<file path="src/rtl/ddr_arb_pkg.sv">
// Shared types and default widths for the two-port DDR Avalon arbiter.
package ddr_arb_pkg;

  typedef enum logic [1:0] {
    IDLE   = 2'd0,
    CMD    = 2'd1,
    WBURST = 2'd2
  } arb_state_e;

  typedef logic req_id_t;

  localparam int DEF_ADDR_W   = 25;
  localparam int DEF_DATA_W   = 256;
  localparam int DEF_BURST_W  = 7;
  localparam int DEF_RD_DEPTH = 8;

  // Round-robin pick: the pointer only matters when both requesters compete.
  function automatic req_id_t rr_pick(input logic elig0, input logic elig1,
                                      input logic ptr);
    req_id_t win;
    if (elig0 && elig1) win = req_id_t'(ptr);
    else if (elig1)     win = req_id_t'(1'b1);
    else                win = req_id_t'(1'b0);
    return win;
  endfunction

endpackage

</file>
<file path="src/rtl/ddr_arb_id_fifo.sv">
// Ordered record of outstanding reads: {requester id, burstcount} per entry.
module ddr_arb_id_fifo
  import ddr_arb_pkg::*;
#(
  parameter int BURST_W  = DEF_BURST_W,
  parameter int RD_DEPTH = DEF_RD_DEPTH
) (
  input  logic               clk,
  input  logic               rst,
  input  logic               push,
  input  req_id_t            push_id,
  input  logic [BURST_W-1:0] push_bc,
  input  logic               pop,
  output req_id_t            head_id,
  output logic [BURST_W-1:0] head_bc,
  output logic               full,
  output logic               empty
);

  localparam int AW = $clog2(RD_DEPTH);

  req_id_t            id_mem_q [RD_DEPTH];
  logic [BURST_W-1:0] bc_mem_q [RD_DEPTH];
  logic [AW-1:0]      wr_ptr_q, wr_ptr_d;
  logic [AW-1:0]      rd_ptr_q, rd_ptr_d;
  logic [AW:0]        cnt_q, cnt_d;
  logic               push_ok, pop_ok;

  assign full    = (cnt_q == (AW+1)'(RD_DEPTH));
  assign empty   = (cnt_q == '0);
  assign head_id = id_mem_q[rd_ptr_q];
  assign head_bc = bc_mem_q[rd_ptr_q];

  // When full, a simultaneous pop frees the slot the push lands in.
  always_comb begin
    push_ok  = push && (!full || pop);
    pop_ok   = pop && !empty;
    wr_ptr_d = push_ok ? wr_ptr_q + AW'(1) : wr_ptr_q;
    rd_ptr_d = pop_ok  ? rd_ptr_q + AW'(1) : rd_ptr_q;
    cnt_d    = cnt_q;
    if (push_ok && !pop_ok)      cnt_d = cnt_q + (AW+1)'(1);
    else if (!push_ok && pop_ok) cnt_d = cnt_q - (AW+1)'(1);
  end

  always_ff @(posedge clk) begin
    if (rst) begin
      wr_ptr_q <= '0;
      rd_ptr_q <= '0;
      cnt_q    <= '0;
    end else begin
      wr_ptr_q <= wr_ptr_d;
      rd_ptr_q <= rd_ptr_d;
      cnt_q    <= cnt_d;
    end
  end

  always_ff @(posedge clk) begin
    if (push_ok) begin
      id_mem_q[wr_ptr_q] <= push_id;
      bc_mem_q[wr_ptr_q] <= push_bc;
    end
  end

endmodule

</file>
<file path="src/rtl/ddr_port_arbiter.sv">
// Two-requester Avalon-MM arbiter in front of a DDR controller port:
// round-robin grants, write bursts held to completion, reads tracked in order.
module ddr_port_arbiter
  import ddr_arb_pkg::*;
#(
  parameter int ADDR_W   = DEF_ADDR_W,
  parameter int DATA_W   = DEF_DATA_W,
  parameter int BURST_W  = DEF_BURST_W,
  parameter int RD_DEPTH = DEF_RD_DEPTH
) (
  input  logic                avalon_clk,
  input  logic                avalon_reset,

  input  logic [ADDR_W-1:0]   m0_addr,
  input  logic                m0_read,
  input  logic                m0_write,
  input  logic [DATA_W-1:0]   m0_writedata,
  input  logic [DATA_W/8-1:0] m0_byteenable,
  input  logic [BURST_W-1:0]  m0_burstcount,
  output logic                m0_waitrequest,
  output logic [DATA_W-1:0]   m0_readdata,
  output logic                m0_readdatavalid,

  input  logic [ADDR_W-1:0]   m1_addr,
  input  logic                m1_read,
  input  logic                m1_write,
  input  logic [DATA_W-1:0]   m1_writedata,
  input  logic [DATA_W/8-1:0] m1_byteenable,
  input  logic [BURST_W-1:0]  m1_burstcount,
  output logic                m1_waitrequest,
  output logic [DATA_W-1:0]   m1_readdata,
  output logic                m1_readdatavalid,

  output logic [ADDR_W-1:0]   amm_addr,
  output logic                amm_read,
  output logic                amm_write,
  output logic [DATA_W-1:0]   amm_writedata,
  output logic [DATA_W/8-1:0] amm_byteenable,
  output logic [BURST_W-1:0]  amm_burstcount,
  input  logic [DATA_W-1:0]   amm_readdata,
  input  logic                amm_readdatavalid,
  input  logic                amm_waitrequest,

  output logic                busy
);

  arb_state_e         state_q, state_d;
  req_id_t            grant_q, grant_d;
  logic               ptr_q, ptr_d;
  logic [BURST_W-1:0] beat_cnt_q, beat_cnt_d;
  logic [BURST_W-1:0] ret_cnt_q, ret_cnt_d;
  logic               rd_err_q, rd_err_d;

  logic               g_read, g_write;
  logic [BURST_W-1:0] g_bc;
  logic               elig0, elig1;
  logic               gnt_wait;

  logic               fifo_push, fifo_pop, fifo_full, fifo_empty;
  req_id_t            head_id;
  logic [BURST_W-1:0] head_bc;
  logic               rd_hit, ret_last;

  ddr_arb_id_fifo #(
    .BURST_W  (BURST_W),
    .RD_DEPTH (RD_DEPTH)
  ) u_id_fifo (
    .clk     (avalon_clk),
    .rst     (avalon_reset),
    .push    (fifo_push),
    .push_id (grant_q),
    .push_bc (g_bc),
    .pop     (fifo_pop),
    .head_id (head_id),
    .head_bc (head_bc),
    .full    (fifo_full),
    .empty   (fifo_empty)
  );

  assign g_read         = grant_q ? m1_read       : m0_read;
  assign g_write        = grant_q ? m1_write      : m0_write;
  assign g_bc           = grant_q ? m1_burstcount : m0_burstcount;
  assign amm_addr       = grant_q ? m1_addr       : m0_addr;
  assign amm_writedata  = grant_q ? m1_writedata  : m0_writedata;
  assign amm_byteenable = grant_q ? m1_byteenable : m0_byteenable;
  assign amm_burstcount = g_bc;

  // A zero burstcount is not a command, and a read needs a free tracking slot.
  assign elig0 = (m0_write || (m0_read && !fifo_full)) && (m0_burstcount != '0);
  assign elig1 = (m1_write || (m1_read && !fifo_full)) && (m1_burstcount != '0);

  assign busy = (state_q != IDLE) || !fifo_empty;

  always_comb begin
    state_d    = state_q;
    grant_d    = grant_q;
    ptr_d      = ptr_q;
    beat_cnt_d = beat_cnt_q;
    fifo_push  = 1'b0;
    amm_read   = 1'b0;
    amm_write  = 1'b0;
    gnt_wait   = 1'b1;

    case (state_q)
      IDLE: begin
        if (elig0 || elig1) begin
          grant_d = rr_pick(elig0, elig1, ptr_q);
          state_d = CMD;
        end
      end
      CMD: begin
        gnt_wait  = amm_waitrequest;
        amm_write = g_write;
        amm_read  = g_read && !g_write;
        if (g_write) begin
          if (!amm_waitrequest) begin
            if (g_bc == BURST_W'(1)) begin
              state_d = IDLE;
              ptr_d   = !ptr_q;
            end else begin
              beat_cnt_d = g_bc - BURST_W'(1);
              state_d    = WBURST;
            end
          end
        end else if (g_read) begin
          if (!amm_waitrequest) begin
            fifo_push = 1'b1;
            state_d   = IDLE;
            ptr_d     = !ptr_q;
          end
        end else begin
          state_d = IDLE;
        end
      end
      WBURST: begin
        gnt_wait  = amm_waitrequest;
        amm_write = g_write;
        if (g_write && !amm_waitrequest) begin
          beat_cnt_d = beat_cnt_q - BURST_W'(1);
          if (beat_cnt_q == BURST_W'(1)) begin
            state_d = IDLE;
            ptr_d   = !ptr_q;
          end
        end
      end
      default: state_d = IDLE;
    endcase

    if (avalon_reset) begin
      amm_read  = 1'b0;
      amm_write = 1'b0;
      fifo_push = 1'b0;
      gnt_wait  = 1'b1;
    end
  end

  assign m0_waitrequest = (grant_q == 1'b0) ? gnt_wait : 1'b1;
  assign m1_waitrequest = (grant_q == 1'b1) ? gnt_wait : 1'b1;

  // Return path: beats belong to the oldest outstanding read, steered with no delay.
  always_comb begin
    rd_hit    = amm_readdatavalid && !fifo_empty && !avalon_reset;
    ret_last  = rd_hit && ((ret_cnt_q + BURST_W'(1)) == head_bc);
    fifo_pop  = ret_last;
    ret_cnt_d = ret_cnt_q;
    if (rd_hit) ret_cnt_d = ret_last ? '0 : ret_cnt_q + BURST_W'(1);
    rd_err_d  = rd_err_q || (amm_readdatavalid && fifo_empty);
  end

  assign m0_readdatavalid = rd_hit && (head_id == 1'b0);
  assign m1_readdatavalid = rd_hit && (head_id == 1'b1);
  assign m0_readdata      = amm_readdata;
  assign m1_readdata      = amm_readdata;

  always_ff @(posedge avalon_clk) begin
    if (avalon_reset) begin
      state_q    <= IDLE;
      grant_q    <= 1'b0;
      ptr_q      <= 1'b0;
      beat_cnt_q <= '0;
      ret_cnt_q  <= '0;
      rd_err_q   <= 1'b0;
    end else begin
      state_q    <= state_d;
      grant_q    <= grant_d;
      ptr_q      <= ptr_d;
      beat_cnt_q <= beat_cnt_d;
      ret_cnt_q  <= ret_cnt_d;
      rd_err_q   <= rd_err_d;
    end
  end

endmodule

</file>
<file path="config.mk">
export PLATFORM = sky130hd
export DESIGN_NAME = ddr_port_arbiter
export DESIGN_NICKNAME = d
export VERILOG_FILES = /design/src/rtl/ddr_arb_pkg.sv /design/src/rtl/ddr_arb_id_fifo.sv /design/src/rtl/ddr_port_arbiter.sv
export SDC_FILE = /design/constraint.sdc
export NUM_CORES = 1
export LEC_CHECK = 0
export ABC_AREA = 1
export CAP_MARGIN = 25
export CELL_PAD_IN_SITES_DETAIL_PLACEMENT = 0
export CELL_PAD_IN_SITES_GLOBAL_PLACEMENT = 1
export CORE_AREA = 2 2 673 675
export CTS_BUF_LIST = sky130_fd_sc_hd__clkbuf_16
export DETAILED_ROUTE_END_ITERATION = 12
export DIE_AREA = 0 0 675 677
export PLACE_DENSITY = 0.3
export SYNTH_ARGS = -nofsm -noshare
export SYNTH_HDL_FRONTEND = slang
export SYNTH_SLANG_ARGS = --single-unit
</file>
<file path="constraint.sdc">
create_clock -name avalon_clk -period 4 [get_ports avalon_clk]
set_input_delay 0.6 -clock avalon_clk [delete_from_list [all_inputs] [get_ports avalon_clk]]
set_output_delay 0.6 -clock avalon_clk [all_outputs]
set_load 0.05 [all_outputs]
</file>
==> results of run 1 <==
[stage by stage]
step | instances | utilization (%) | hold WS, ps
finish | 8578 | 5.854 | 454.3
global route | 8560 | 5.844 | 485.3
CTS | 8551 | 5.833 | 449.4
detailed placement | 8535 | 5.772 | 436.5
global placement | 8535 | 5.772 | 429.0
floorplan | 2126 | - | 417.0
[worst reg2reg max path, stage by stage, from the launching register on]
cell and delay (ps):
dfxtp_1 490, buf_4 230, nand2_1 60, nand3_1 70
nand3_1 180, nand3b_1 180, nand2_1 70, nor2_2 130
nand2_2 110, nor2_8 120, nor2_4 40, nor2_4 90
ha_1 180, inv_1 90, ha_1 310, and3_1 180
a211oi_1 260, nor2_1 80, nor2_1 100, nand2_1 90
buf_4 140, a21oi_1 130
[cell type report]
| class | instances | area, µm² | area share (%) |
|---|---|---|---|
| clock buffer | 9 | 225.2 | 0.8539 |
| antenna | 26 | 65.06 | 0.2467 |
| inverter | 93 | 364.1 | 1.380 |
| timing repair buffer | 1033 | 10090 | 38.24 |
| clock inverter | 7 | 48.80 | 0.1850 |
| multi-input combinational | 1339 | 5562 | 21.09 |
| sequential | 95 | 2546 | 9.654 |
| tap | 5976 | 7477 | 28.35 |
[flip-flops by register name, summed over array words and instances, names as in the netlist, 2 cells and up, named ones only]
name and count:
u_id_fifo.rd_ptr_q 3, u_id_fifo.id_mem_q 8, beat_cnt_q 7, ret_cnt_q 7, state_q 2, u_id_fifo.wr_ptr_q 3, u_id_fifo.bc_mem_q 56, u_id_fifo.cnt_q 4
[cells by family (layout without fill, tap and decap cells)]
| logic type | Yosys count | count (layout) |
|---|---|---|
| compound gates | 70 | 70 |
| xor+xnor | 6 | 6 |
| fa+ha+maj | 14 | 14 |
| buf+inv | 692 | 1142 |
| flops | 95 | 95 |
| other cells | 0 | 26 |
| simple gates | 1249 | 1249 |
[timing repair]
item | in CTS | in global routing
hold buffers | 0 | 0
endpoints found under the setup margin | 0 | 4
buffers inserted | 0 | 1
[per-layer routing]
metal | track usage (%) | vias up | wire, µm
met4 | 0.9685 | 162 | 5027
met3 | 12.14 | 586 | 61610
met5 | 0.6629 | - | 1382
met1 | 11.17 | 7536 | 92390
met2 | 18.18 | 1905 | 119400
li1 | - | 6878 | -
[power groups by stage]
stage	Clock, mW	Combinational (mW)	Sequential (mW)
after floorplan	0	4.23	1.12
after global placement	0	6.25	1.15
after detailed placement	0	6.23	1.15
after CTS	0.888	6.25	1.13
after global routing	0.914	6.37	1.13
final	0.847	6.08	1.13
[path summary, 6_finish.rpt]
check | start | end
setup / recovery | grant_q | amm_writedata[55]
hold / removal | ptr_q | ptr_q
setup reg to reg | flip-flop | u_id_fifo.cnt_q[3]
hold reg to reg | ptr_q | ptr_q
[cell usage in the layout, fill, tap and decap left out, types with 9 or more instances in the layout]
| cell | n |
|---|---|
| buf_4 | 172 |
| clkdlybuf4s50_1 | 844 |
| nand2_1 | 1098 |
| a21oi_1 | 25 |
| dfxtp_1 | 30 |
| nor2_1 | 52 |
| ha_1 | 13 |
| edfxtp_1 | 64 |
| inv_1 | 88 |
| clkbuf_16 | 9 |
| diode_2 | 26 |
| nand3_1 | 51 |
| o21ai_0 | 29 |
| buf_12 | 16 |
==> results.md, run 1 <==
Synth:
- The xor and xnor fraction of the mapped netlist area is 0.4136%.
- The area of the mapped netlist is 12710 µm².
- The post-synthesis simple-gate area fraction is 38.82%.
- The top cell type by area accounts for 32.44% of the synthesized area.
- For this run, the number of Yosys warnings is 0.
- In the synthesized netlist, mux cells make up 0% of the area.
- The synthesized design spends more area on one cell type than any other, namely nand2_1.
- The net count after synthesis is 3044.
- The number of distinct standard cells referenced by the synthesized netlist is 45.
- The commonest cells after synthesis are 1098 x nand2_1, 518 x buf_4, 88 x inv_1.
- Yosys attributes the largest share of cell area to nand2_1 32%, buf_4 31%, edfxtp_1 15%.
- The synthesized instance count is 2126.
- The post-synthesis compound-gate area fraction is 3.102%.
- A synthesized cell averages 5.976 µm².
- The number of synthesized register bits is 95.
- The synthesized design contains 64 enable-type register cells.
- Of the total synthesized cell area, the portion taken by full adders, half adders and majority gates is 1.438%.
- Counting flops with an async set or reset pin after synthesis yields a share of 0%.
- By instance count, the leading cell after synthesis is nand2_1.
- By area, the combinational part of the netlist is dominated by simple AND/OR/NAND/NOR gates.
- In the synthesized netlist the dominant register cell turns out to be edfxtp_1.
- For this run, the register share of the synthesized area comes to 20.01%.

Global routing:
- Global routing consumed, over all layers together, 11.73% of the routing resources.
- The number of global-route vias before repair is 16350.
- The global-route wire length before repair is 317.0 mm.
- The initial antenna violation count came to 256.
- The total overflow left after global routing is 0.
- The pin count of the biggest net entering global routing is 98.

Floorplanning:
- The area of the die is 457000 µm².
- The site row count is 247.
- The die span in x is 675 µm.
- The initial utilization of the core area, before any placement, comes to 2.820%.
- The region available for standard cell placement spans 450600 µm².
- The total I/O pin count is 1743.
- Measured along the y axis, the die boundary spans 677 µm.

STA:
- For the pin with the worst max-slew slack, the measured transition is 853.3 ps.
- The post-route clock period utilization is 96.47%.
- The setup slack after layout is 141.1 ps.
- The number of hold violations in the final report is 0.
- Clock skew on the completed layout was measured at 9.633 ps.
- Summed over all failing endpoints, the final setup total negative slack is 0 ps.
- The worst pin sits at a relative slew slack of 42.59%.
- The number of endpoints failing setup at the final stage is 0.
- For this run, the top clock speed supported by timing is 259.1 MHz.
- The clock period minus final worst setup slack is 3859 ps.
- Setup repair after global routing left no endpoint under its margin.
- The number of max-slew violations in the final report is 0.

Power and ir drop:
- In this run the static leakage power is 9.195 nW.
- The total power is 8.048 mW.
- The peak supply drop is 0.1921 mV.
- The internal power of the cells totals 3.242 mW.
- The switching share of power is 59.72%.
- The switching power is 4.806 mW.
- The share of total power dissipated in combinational logic is 75.5%.
- In this run, flip-flops and latches consume 14.0% of the power.
- The fraction of power consumed by the clock network is 10.5%.
- Dividing total power by cell area gives a power density of 305.1 nW/µm².

Clock tree:
- In this run, CTS created clock tree buffers numbering 9.
- No sink is reached through more buffers than the 2 on the longest clock path.
- The CTS clock-pin slew for the worst setup and hold paths is 70 ps.
- The clock insertion delay at the later pin of the skew report is 360 ps.
- The H-tree was split into 3 levels.
- Clock tree synthesis found a total of 95 sinks.
- The total of cells resized after clock tree synthesis is 0.
- The clock tree from TritonCTS is done.
- The cell sitting at the root of the clock tree is a clkbuf_16.

Placed design:
- The worst slack at placement is 334.0 ps.
- The placed instances occupy a cell area of 26010 µm².
- Port buffering added 974 buffers.
- The global placement routability congestion is 0.9673.
- Detailed placement ended at an HPWL of 263.3 mm.

Critical path:
- The count of cell instances traversed by the critical path is 6.
- The stage delay of the slowest cell on the critical path is 870 ps.
- The number of cells on the worst reg-to-reg path is 21.
- The kind of end point of the critical path is an output port.
- On the critical path, the stage with the largest delay is an instance of clkdlybuf4s50_1.
- The top fanout value on the critical path is 46.
- The critical path goes through buf_12, buf_12, buf_4, nand2_1, nand2_1, clkdlybuf4s50_1.
- The critical path in this run is classified as flip-flop to output port.
- The kind of launch point of the worst setup path is a flip-flop.
- For flop-to-flop paths, the worst setup slack is 610 ps.
- The required time of the worst setup path is 3400 ps.
- The critical path contains buffers and inverters numbering 4 combined.
- The cell family contributing the most delay on the critical path is buffers and inverters.
- STA puts the critical path data arrival time at 3260 ps.

Route:
- The number of remaining DRC errors is 0.
- In the final routed layout, each cell accounts on average for 32.62 µm.
- The detail-routed via count per cell is 1.990.
- The detailed-routing iteration count for the pre-antenna-repair pass is 5.
- The detail route stage leaves a number of antenna-violating nets equal to 0.
- Summing over every cut layer, the via total after detailed routing is 17070.
- The aggregate routed wire length is 279.8 mm.
- The number of violations reported at the end of detailed-routing iteration 0 is 1241.

Hold path:
- The worst min-delay path class is flip-flop to flip-flop.
- The number of instances on the worst hold path is 1.

Final layout:
- The summed area of non-filler cells in the final layout is 26380 µm².
- The fraction of final layout cells with drive strength greater than 1 is 9.356%.
- The number of nets in the finished design is 3489.
- The filler cells instantiated in the layout total 53530.
- The area growth from synthesis to layout is 107.6%.

Flow run:
- The tool flagged a number of max-cap violations equal to 0.

Outcome:
- The run finished with clean final reports.
Power figures use the tool's default switching activity.
==> run 2: changes to the inputs <==
ABC_CLOCK_PERIOD_IN_PS = 4000   (was unset)
==> results of run 2 <==
The final DEF is identical to that of run 1; final timing and power are the same.
